[src/rtl/icache_refill_unit.sv]
// icache_refill_unit: services L1 instruction-cache misses by fetching one aligned
// block from the next memory level and streaming its words into the selected set.
//
// Ports:
//   clk_i, reset_i          clock, asynchronous active-low reset
//   instr_hit_f_i           controller hit indication (0 = miss)
//   ic_repl_permit_i        replacement permitted this cycle
//   pc_f_i                  fetch address of the missing instruction
//   abort_i                 fetch redirect, cancels the in-flight refill
//   mem_req_o/mem_addr_o    block read request and block-aligned address
//   mem_ready_i             memory accepts the request
//   mem_rvalid_i/rdata_i    read data beats
//   refill_we_o             write one word into the cache
//   refill_set_o/word_o     target set and word offset
//   refill_data_o/tag_o     word data and tag to install
//   refill_done_o           one-cycle pulse, block valid in cache
//   busy_o                  refill in progress (request, fill or drain)
module icache_refill_unit #(
   parameter int unsigned B = 64,
   parameter int unsigned S = 64
) (
   input  logic                                     clk_i,
   input  logic                                     reset_i,
   input  logic                                     instr_hit_f_i,
   input  logic                                     ic_repl_permit_i,
   input  logic [31:0]                              pc_f_i,
   input  logic                                     abort_i,
   output logic                                     mem_req_o,
   output logic [31:0]                              mem_addr_o,
   input  logic                                     mem_ready_i,
   input  logic                                     mem_rvalid_i,
   input  logic [31:0]                              mem_rdata_i,
   output logic                                     refill_we_o,
   output logic [$clog2(S)-1:0]                     refill_set_o,
   output logic [$clog2(B/4)-1:0]                   refill_word_o,
   output logic [31:0]                              refill_data_o,
   output logic [32-$clog2(S)-$clog2(B)-1:0]        refill_tag_o,
   output logic                                     refill_done_o,
   output logic                                     busy_o
);

   localparam int unsigned WORDS = B / 4;
   localparam int unsigned OffW  = $clog2(B);
   localparam int unsigned SetW  = $clog2(S);
   localparam int unsigned WordW = $clog2(WORDS);
   localparam int unsigned BlkW  = 32 - OffW;

   typedef enum logic [2:0] {StIdle, StReq, StFill, StDrain, StDone} state_e;

   state_e             state_q, state_d;
   logic [WordW-1:0]   cnt_q, cnt_d;
   // Block number {tag, set}; the byte offset is always zero so it is not stored.
   logic [BlkW-1:0]    blk_q, blk_d;

   logic               start;
   logic               last_beat;
   logic               beat;
   logic               unused_off;

   assign unused_off = ^pc_f_i[OffW-1:0];

   assign start     = !instr_hit_f_i && ic_repl_permit_i && !abort_i;
   assign last_beat = (cnt_q == WordW'(WORDS - 1));
   assign beat      = ((state_q == StFill) || (state_q == StDrain)) && mem_rvalid_i;

   // State register
   always_ff @(posedge clk_i or negedge reset_i) begin
      if (!reset_i) begin
         state_q <= StIdle;
      end else begin
         state_q <= state_d;
      end
   end

   // Next-state logic
   always_comb begin
      state_d = state_q;
      unique case (state_q)
         StIdle: begin
            if (start) state_d = StReq;
         end
         StReq: begin
            if (mem_ready_i) begin
               // Accepted burst must be consumed in full even if aborted.
               state_d = abort_i ? StDrain : StFill;
            end else if (abort_i) begin
               state_d = StIdle;
            end
         end
         StFill: begin
            if (abort_i) begin
               state_d = (mem_rvalid_i && last_beat) ? StIdle : StDrain;
            end else if (mem_rvalid_i && last_beat) begin
               state_d = StDone;
            end
         end
         StDrain: begin
            if (mem_rvalid_i && last_beat) state_d = StIdle;
         end
         StDone: begin
            state_d = StIdle;
         end
         default: state_d = StIdle;
      endcase
   end

   // Outputs
   always_comb begin
      mem_req_o     = (state_q == StReq);
      mem_addr_o    = {blk_q, {OffW{1'b0}}};
      refill_we_o   = (state_q == StFill) && mem_rvalid_i && !abort_i;
      refill_word_o = cnt_q;
      refill_data_o = refill_we_o ? mem_rdata_i : 32'h0;
      refill_set_o  = blk_q[SetW-1:0];
      refill_tag_o  = blk_q[BlkW-1:SetW];
      refill_done_o = (state_q == StDone);
      busy_o        = (state_q == StReq) || (state_q == StFill) || (state_q == StDrain);
   end

   // Datapath next-state
   always_comb begin
      blk_d = blk_q;
      cnt_d = cnt_q;
      if ((state_q == StIdle) && start) begin
         blk_d = pc_f_i[31:OffW];
      end
      if ((state_q == StReq) && mem_ready_i) begin
         cnt_d = '0;
      end else if (beat && !last_beat) begin
         // Holds at the last index so the counter never wraps on its own.
         cnt_d = cnt_q + 1'b1;
      end
   end

   always_ff @(posedge clk_i or negedge reset_i) begin
      if (!reset_i) begin
         blk_q <= '0;
         cnt_q <= '0;
      end else begin
         blk_q <= blk_d;
         cnt_q <= cnt_d;
      end
   end

endmodule

[config.mk]
export PLATFORM = sky130hd
export DESIGN_NAME = icache_refill_unit
export DESIGN_NICKNAME = d
export VERILOG_FILES = /design/src/rtl/icache_refill_unit.sv
export SDC_FILE = /design/constraint.sdc
export NUM_CORES = 1
export LEC_CHECK = 0
export CAP_MARGIN = 20
export CORE_MARGIN = 4
export CORE_UTILIZATION = 34
export CTS_BUF_LIST = sky130_fd_sc_hd__clkbuf_4 sky130_fd_sc_hd__clkbuf_8 sky130_fd_sc_hd__clkbuf_16
export CTS_CLUSTER_SIZE = 30
export DETAILED_ROUTE_END_ITERATION = 16
export PLACE_DENSITY_LB_ADDON = 0.1
export SLEW_MARGIN = 25
export SYNTH_ARGS = -nofsm -noshare
export SYNTH_HDL_FRONTEND = slang
export SYNTH_SLANG_ARGS = --single-unit
[constraint.sdc]
create_clock -name clk_i -period 2.7 [get_ports clk_i]
set_input_delay 0.405 -clock clk_i [delete_from_list [all_inputs] [get_ports clk_i]]
set_output_delay 0.405 -clock clk_i [all_outputs]
set_load 0.01 [all_outputs]
Word-level counts from Yosys, hierarchy flattened
Cells that the tools add are included.

storage, ports and cells
  flip-flop bits (word level) = 33
  bits of input ports = 71
  output and inout bits = 98
  word-level logic and storage cells = 43

operators by class
  $add $sub $neg = 1
  equality and inequality tests = 9
  muxes and demuxes = 12
  reductions and logical operators = 18

operators by type and width
  kind                                                   count
  two-way mux 32 bit                                     1
  two-way mux 3 bit                                      6
  case mux 3 bit (4 select lines)                        1
  logical AND 1 bit                                      9
  two-way mux 4 bit                                      2
  == test 3 x 2 -> 1 bit, second input constant          2
  adder 4 x 1 -> 4 bit, second input constant            1
  == test 4 bit, second input constant                   1
  inequality test 2 bit, second input constant           2
  AND reduction 4 bit                                    1
  == test 3 x 1 -> 1 bit, second input constant          1
  == test 3 bit, second input constant                   1
  zero test 1 bit                                        3
  zero test 3 bit                                        1
  logical OR 1 bit                                       3
  inequality test 3 x 2 -> 1 bit, second input constant  1
  inequality test 3 bit, second input constant           1
  two-way mux 2 bit                                      1
  nonzero test 2 bit                                     1
  two-way mux 1 bit                                      1

Depth between registers and ports, before layout
Gate-level depths: netlist of the first run.

  depth in word-level cells = 6
  gate-level depth with buffers = 5
  mapped depth without buffers = 5

Worst setup path after synthesis of the first run
Ideal clock, no wire load.

  path kind = flip-flop to output port
  start = register state_q[2]
  end = output port refill_data_o[22]
  arrival time = 1.307 ns
  required time = 2.295 ns
  path slack = 0.988 ns
  stages on the path, launching flop included = 5
  buffers on the path = 1
  path through = dfrtp_1 -> nand2b_4 -> nor4_4 -> clkbuf_1 -> and2_1

on the way
  longest elaborated chain between the ends = 4

ends and longest elaborated chain
  item                             line  source
  start: declaration               50    state_e state_q, state_d;
  start signal: assignment         69    state_q <= StIdle;
  start signal: assignment         71    state_q <= state_d;
  == test 3 x 2 -> 1 bit           111   refill_we_o = (state_q == StFill) && mem_rvalid_i && !abort_i;
  logical AND 1 bit (2 in series)  111
  via refill_we_o                  33    output logic refill_we_o,
  two-way mux 32 bit               113   refill_data_o = refill_we_o ? mem_rdata_i : 32'h0;
  end: declaration                 36    output logic [31:0] refill_data_o,

The timed path passes the listed nets, and every way through them passes these cells.

Worst setup path after layout of the first run
  start = input port abort_i
  end = output port refill_data_o[8]

on the way
  longest elaborated chain between the ends = 3

ends and longest elaborated chain
  item                line  source
  start: declaration  27    input logic abort_i,
  zero test 1 bit     111
  logical AND 1 bit   111
  two-way mux 32 bit  113

Every way passes these cells.

==> impl_results.md, run 1 <==
- Commonest non-fill, non-tap cell in the layout: clkdlybuf4s50_1
- CTS Buf Count: 5
- Synthesis Warnings: 0
- Avg Synthesized Cell Area: 11.9 um2
- Post-synthesis mux area share: 20.3%
- Drt wl/cell: 15.2 um
- Setup Skew: 7.71 ps
- Unrepaired setup endpoints after global routing: no
- Largest area contributor in the netlist: dfrtp_1
- Core Region: 5540 um2
- # DRC: 0
- # setup viols final: 0
- Internal power: 1.85 mW
- P_sw: 0.910 mW
- DRT antenna net count: 0
- CP max FO: 16
- CTS max path bufs: 2
- Fin. max-slew vios: 0
- Share of cells above drive strength 1: 15.2%
- Leak: 1.55 nW
- Die area: 7040 um2
- Dpl cells: 364
- Max-cap violations: 0
- Pwr dens: 785 nW/um2
- # IOs: 169
- Final hold slack: 535 ps
- Final #Nets: 373
- Comb power frac: 54.2%
- Kind of critical path: input port to output port
- Synth cell types: 31
- Crit. path cell count: 6
- Fin crit share: 95.9%
- Worst Hold Class: input port to asynchronous set/reset pin
- Arr. time, crit path: 2180 ps
- Routed WL: 5.68 mm
- Slowest CP cell: clkdlybuf4s50_1
- Most numerous cell on the critical path: clkdlybuf4s50_1
- Die Y: 83.9 um
- CP bufs+invs: 4
- Largest family of logic cells by synthesized area: multiplexers
- Design Power: 2.76 mW
- Crit path largest cell delay: 540 ps
- Area contributors post-synth: dfrtp_1, mux2_4, buf_4
- Switching part of the total: 33.0%
- Reg2reg path depth: 3
- Commonest cells after routing, fill and taps aside: clkdlybuf4s50_1, and2_1, dfrtp_1
- Root Buffer: clkbuf_8
- CTS sink cnt: 33
- Area Growth Syn to Fin: 79.7%
- Flop pwr share: 31.6%
- Fin cells: 374
- Vias in the first global route: 1700
- Via count: 1622
- Initial DRC Count: 57
- GPL Wtd Cong: 0.763
- Die width: 83.9 um
- Synthesized flop and latch total: 33
- Post-Synth XOR/XNOR Area: 0.447%
- Register area share after synthesis: 42.2%
- Clock-pin slew on the worst setup and hold paths: 70 ps
- Fin util: 63.5%
- Tmin final: 2590 ps
- GR Overflow Total: 0
- Initial antenna violation count: 0
- Cell row count: 27
- TritonCTS clock tree: yes
- Peak supply drop: 0.424 mV
- Port Buffers: 156
- Simple-Gate Fraction of Synth Area: 19.0%
- Hpwl dp: 4.46 mm
- Drt pass-1 iters: 4
- Number of diodes: 0
- Largest net degree at the start of global routing: 34
- Setup crit end kind: output port
- Clk network pwr share: 14.2%
- Outcome: finished clean
- First-pass GRT wire length: 8.88 mm
- Delay-heaviest family, CP: buffers and inverters
- Clk_lat worst skew: 280 ps
- Final hold vios: 0
- Adder-Cell Fraction of Synth Area: 0.639%
- Gr usage total: 15.8%
- Fmax: 386 MHz
- Crit path cell chain: clkdlybuf4s50_1 > nor4_4 > buf_4 > clkbuf_16 > and2_1 > clkdlybuf4s50_1
- Post-Syn Instances: 165
- Fin Setup TNS: 0 ps
- Synth top area share: 42.2%
- WP data required: 2300 ps
- Compound-cell area share of the yosys netlist: 3.07%
- Vias per inst: 4.34
- Starting Density: 35.3%
- Htree depth: 2
- Post-synthesis instance area: 1960 um2
- Critical Path Start Type: input port
[area by class of cell]
type                       instances  area, um2
clock buffer                       6       82.6
clock inverter                     2       13.8
fill                             474       2020
inverter                           1       3.75
multi-input combinational         99        873
sequential                        33        826
tap                               72       90.1
timing repair buffer             161       1630
[synthesized netlist by cell type]
master / n
a21oi_1: 2
a311oi_4: 1
and2_1: 33
and4_1: 1
buf_4: 32
buf_6: 2
clkbuf_1: 3
conb_1: 1
dfrtp_1: 33
ha_1: 1
inv_1: 1
mux2_2: 6
mux2_4: 20
mux2i_1: 3
nand2_1: 3
nand2_4: 1
nand2b_1: 2
nand2b_4: 1
nand3b_1: 1
nand4_1: 2
nor2_1: 5
nor2_2: 1
nor3_1: 1
nor4_1: 1
nor4_4: 1
nor4b_4: 1
o21ai_0: 2
o22ai_1: 1
o31ai_1: 1
or2_2: 1
xnor2_1: 1
[worst register-to-register path: stages, from the launching register on]
cell     delay, ps
dfrtp_1        450
nor4b_4        370
nand2_4        330
mux2_4         400
[sequential cells by signal (all words and copies together) (netlist names)]
name           count
state_q            3
refill_word_o      4
blk_q             26
[per-stage QoR]
step | setup slack (ps) | area (um2)
2_1_floorplan | 988 | 1980
3_3_place_gp | 110 | 3390
3_5_place_dp | 97.7 | 3390
4_1_cts | 75.7 | 3490
5_1_grt | 42.1 | 3520
6_report | 111 | 3520
[per-layer routing]
| metal | global-route usage [%] | vias to the layer above | share of wire [%] |
|---|---|---|---|
| met5 | 0 | - | 0 |
| li1 | - | 783 | - |
| met1 | 19.9 | 749 | 42 |
| met3 | 4.64 | 7 | 6.8 |
| met4 | 4.09 | 0 | 1.1 |
| met2 | 26.4 | 83 | 50 |
[what timing repair did]
action,4_1_cts,5_1_grt
buffers inserted,0,1
gates resized for setup,0,0
setup endpoints to repair,0,3
hold buffers,0,0
[path summary, 6_finish.rpt]
check                      startpoint                to  slack (ps)
setup / recovery              abort_i  refill_data_o[8]         110
hold / removal                reset_i          blk_q[1]         540
setup reg to reg           state_q[2]          blk_q[3]        1050
hold reg to reg             blk_q[12]         blk_q[12]         540
max in group asynchronous     reset_i  refill_word_o[2]        1860
min in group clk_i          blk_q[12]         blk_q[12]         540
[power by group through the flow]
stage               Sequential [mW]  Combinational, mW  Clock (mW)
global placement              0.871               1.48           0
finish                        0.872               1.50       0.392
global route                  0.906               1.59       0.430
detailed placement            0.876               1.49           0
CTS                           0.875               1.50       0.407
floorplan                     0.925              0.719           0
[cells by family (layout without fill, tap and decap cells)]
| family | count (synthesis) | after routing |
|---|---|---|
| simple gates | 55 | 55 |
| buf+inv | 38 | 170 |
| flops | 33 | 33 |
| mux | 29 | 29 |
| compound gates | 7 | 7 |
| fa+ha+maj | 1 | 1 |
| other cells | 1 | 6 |
| xor+xnor | 1 | 1 |
(Power assumes the default switching activity.)
==> run 2, diff against run 1 <==
--- a/config.mk
+++ b/config.mk
@@ -11,6 +11,7 @@
 export CTS_BUF_LIST = sky130_fd_sc_hd__clkbuf_4 sky130_fd_sc_hd__clkbuf_8 sky130_fd_sc_hd__clkbuf_16
 export CTS_CLUSTER_SIZE = 30
 export DETAILED_ROUTE_END_ITERATION = 16
+export GPL_TIMING_DRIVEN = 0
 export PLACE_DENSITY_LB_ADDON = 0.1
 export SLEW_MARGIN = 25
 export SYNTH_ARGS = -nofsm -noshare
==> run 2 against run 1 <==
Compared with the run above:
- wire length is 1.3% higher
- sequential power hardly changed
- first-iteration DRC count is 40% lower
- highest routed layer unchanged
- die area stayed put
- utilization is 5.7 points higher
- register-to-register slack better by 60 ps
- sequential share of layout area is 1.9 points lower
- critical path depth is 1 higher
- largest power group unchanged
- clock skew is 1.4 ps higher
- fmax is 0.93% lower
- non-clock buffer count is 37 higher
- hold slack worse by 70 ps
==> impl_results.md, run 2 (synthesis results as in run 1) <==
- Leak: 1.91 nW (was 1.55 nW)
- Clk_lat worst skew: 280 ps (about the same)
- Port Buffers: 156 (unchanged)
- Delay-heaviest family, CP: buffers and inverters (unchanged)
- Clock-pin slew on the worst setup and hold paths: 70 ps (about the same)
- Initial antenna violation count: 0 (unchanged)
- Die Y: 83.9 um (unchanged)
- Via count: 1744 (was 1622)
- Worst slack, placed: -208 ps (was 97.7 ps)
- Critical R2R Launch: state_q[2] (unchanged)
- Design Power: 3.04 mW (was 2.76 mW)
- Fin. max-slew vios: 0 (unchanged)
- Cell row count: 27 (unchanged)
- Largest net degree at the start of global routing: 30 (was 34)
- Vias in the first global route: 1827 (was 1700)
- Final hold vios: 0 (unchanged)
- Vias per inst: 4.24 (was 4.34)
- Internal reg-to-reg setup slack: 1110 ps (was 1050 ps)
- DRT antenna net count: 0 (unchanged)
- Initial DRC Count: 34 (was 57)
- # setup viols final: 0 (unchanged)
- Number of diodes: 0 (unchanged)
- Commonest non-fill, non-tap cell in the layout: clkdlybuf4s50_1 (unchanged)
- Area Growth Syn to Fin: 95.8% (was 79.7%)
- Max-cap violations: 0 (unchanged)
- Slowest CP cell: clkdlybuf4s50_1 (unchanged)
- Filler cells: 462 (was 474)
- Final #Nets: 410 (was 373)
- GR Overflow Total: 0 (unchanged)
- TritonCTS clock tree: yes (unchanged)
- CTS sink cnt: 33 (unchanged)
- Fin cells: 411 (was 374)
- RR Endpoint: blk_q[2] (was blk_q[3])
- Htree depth: 2 (unchanged)
- Core Region: 5540 um2 (unchanged)
- WP data required: 2300 ps (about the same)
- Fmax: 383 MHz (was 386 MHz)
- Top Usage Layer GRT: met2 (unchanged)
- Final Worst Setup Slack: 86.6 ps (was 111 ps)
- Largest register by flop count: blk_q (unchanged)
- Reg2reg path depth: 4 (was 3)
- Critical Path Start Type: input port (unchanged)
- Hpwl dp: 4.82 mm (was 4.46 mm)
- Tmin final: 2610 ps (was 2590 ps)
- CTS max path bufs: 2 (unchanged)
- Outcome: finished clean (unchanged)
- Pwr dens: 793 nW/um2 (was 785 nW/um2)
- Routing usage on met3: 4.44% (was 4.64%)
- First-pass GRT wire length: 9.29 mm (was 8.88 mm)
- Fin crit share: 96.8% (was 95.9%)
- Setup crit end kind: output port (unchanged)
- Peak supply drop: 0.465 mV (was 0.424 mV)
- Commonest cells after routing, fill and taps aside: clkdlybuf4s50_1, buf_4, and2_1 (was clkdlybuf4s50_1, and2_1, dfrtp_1)
- Crit path largest cell delay: 540 ps (about the same)
- Share of cells above drive strength 1: 25.1% (was 15.2%)
- # IOs: 169 (unchanged)
- Routed WL: 5.75 mm (was 5.68 mm)
- Drt pass-1 iters: 3 (was 4)
- Starting Density: 35.3% (unchanged)
- Max reg flops: 26 (unchanged)
- Crit path cell chain: clkdlybuf4s50_1 > inv_2 > nor4_4 > buf_4 > clkbuf_4 > and2_1 > clkdlybuf4s50_1 (was clkdlybuf4s50_1 > nor4_4 > buf_4 > clkbuf_16 > and2_1 > clkdlybuf4s50_1)
- Drt wl/cell: 14.0 um (was 15.2 um)
- CTS Buf Count: 5 (unchanged)
- Global routing usage on met1: 19.9% (about the same)
- Dpl cells: 399 (was 364)
- Most numerous cell on the critical path: clkdlybuf4s50_1 (unchanged)
- Gr usage total: 16.2% (was 15.8%)
- CP max FO: 10 (was 16)
- Final hold slack: 465 ps (was 535 ps)
- Die area: 7040 um2 (unchanged)
- Worst Hold Class: input port to asynchronous set/reset pin (unchanged)
- Root Buffer: clkbuf_8 (unchanged)
- Arr. time, crit path: 2210 ps (was 2180 ps)
- CP bufs+invs: 5 (was 4)
- Met2 GRT Util: 28.0% (was 26.4%)
- # DRC: 0 (unchanged)
- Die width: 83.9 um (unchanged)
- Setup Skew: 9.07 ps (was 7.71 ps)
- Kind of critical path: input port to output port (unchanged)
- GPL Wtd Cong: 0.795 (was 0.763)
==> run 2: cell count changes in the layout (fill, tap and decap cells not counted), moves of 2 or more <==
| cell | before | now |
|---|---|---|
| buf_6 | 0 | 2 |
| buf_4 | 3 | 35 |
| clkbuf_4 | 0 | 3 |
| clkdlybuf4s50_1 | 156 | 146 |
| dlymetal6s2s_1 | 0 | 9 |
==> run 2: cell type report <==
cell class / count / area (um2) / share of cell area [%]
timing repair buffer: 161 / 1640 / 42.6
multi-input combinational: 99 / 873 / 22.8
sequential: 33 / 827 / 21.6
buffer: 37 / 285 / 7.44
clock buffer: 7 / 90.1 / 2.35
tap: 72 / 90.1 / 2.35
clock inverter: 1 / 30.0 / 0.783
inverter: 1 / 3.75 / 0.0979
==> run 2: worst max-delay path by stage <==
stage          slack [ps]  depth (start not counted)           endpoint    startpoint
2_1_floorplan         990                          4  refill_data_o[22]    state_q[2]
3_3_place_gp         -180                          5  refill_data_o[18]       abort_i
3_5_place_dp         -210                          5  refill_data_o[15]       abort_i
4_1_cts                -5                          6  refill_data_o[15]  mem_rvalid_i
5_1_grt             -0.02                          7  refill_data_o[28]  mem_rvalid_i
6_report               90                          7   refill_data_o[5]  mem_rvalid_i
==> run 2: layer usage <==
layer  part of all wire [%]  vias to the layer above
met5                      0                        -
met4                    1.6                        0
met3                    6.6                       10
met2                     50                       82
met1                     42                      793
li1                       -                      859
==> run 2: stage by stage <==
| step | setup TNS (ps) | util (%) | cell area [um2] |
|---|---|---|---|
| after floorplan | 0 | - | 1980 |
| after global placement | -4780 | 65.5 | 3630 |
| after detailed placement | -4980 | 65.8 | 3640 |
| after CTS | -5.06 | 68.4 | 3790 |
| after global routing | -0.0226 | 69.2 | 3830 |
| final | 0 | 69.2 | 3830 |
==> run 2: what timing repair did <==
item	4_1_cts	5_1_grt
endpoints found under the hold margin	4	0
setup endpoints to repair	30	29
gates cloned	0	1
hold buffers	1	0
resized for setup	4	16
pin swaps	1	0
setup buffers	1	1
==> run 2: where the power goes <==
group / switching, mW / total, mW / internal, mW
sequential: 0.192 / 0.869 / 0.677
combinational: 0.564 / 1.69 / 1.12
clock: 0.171 / 0.482 / 0.311
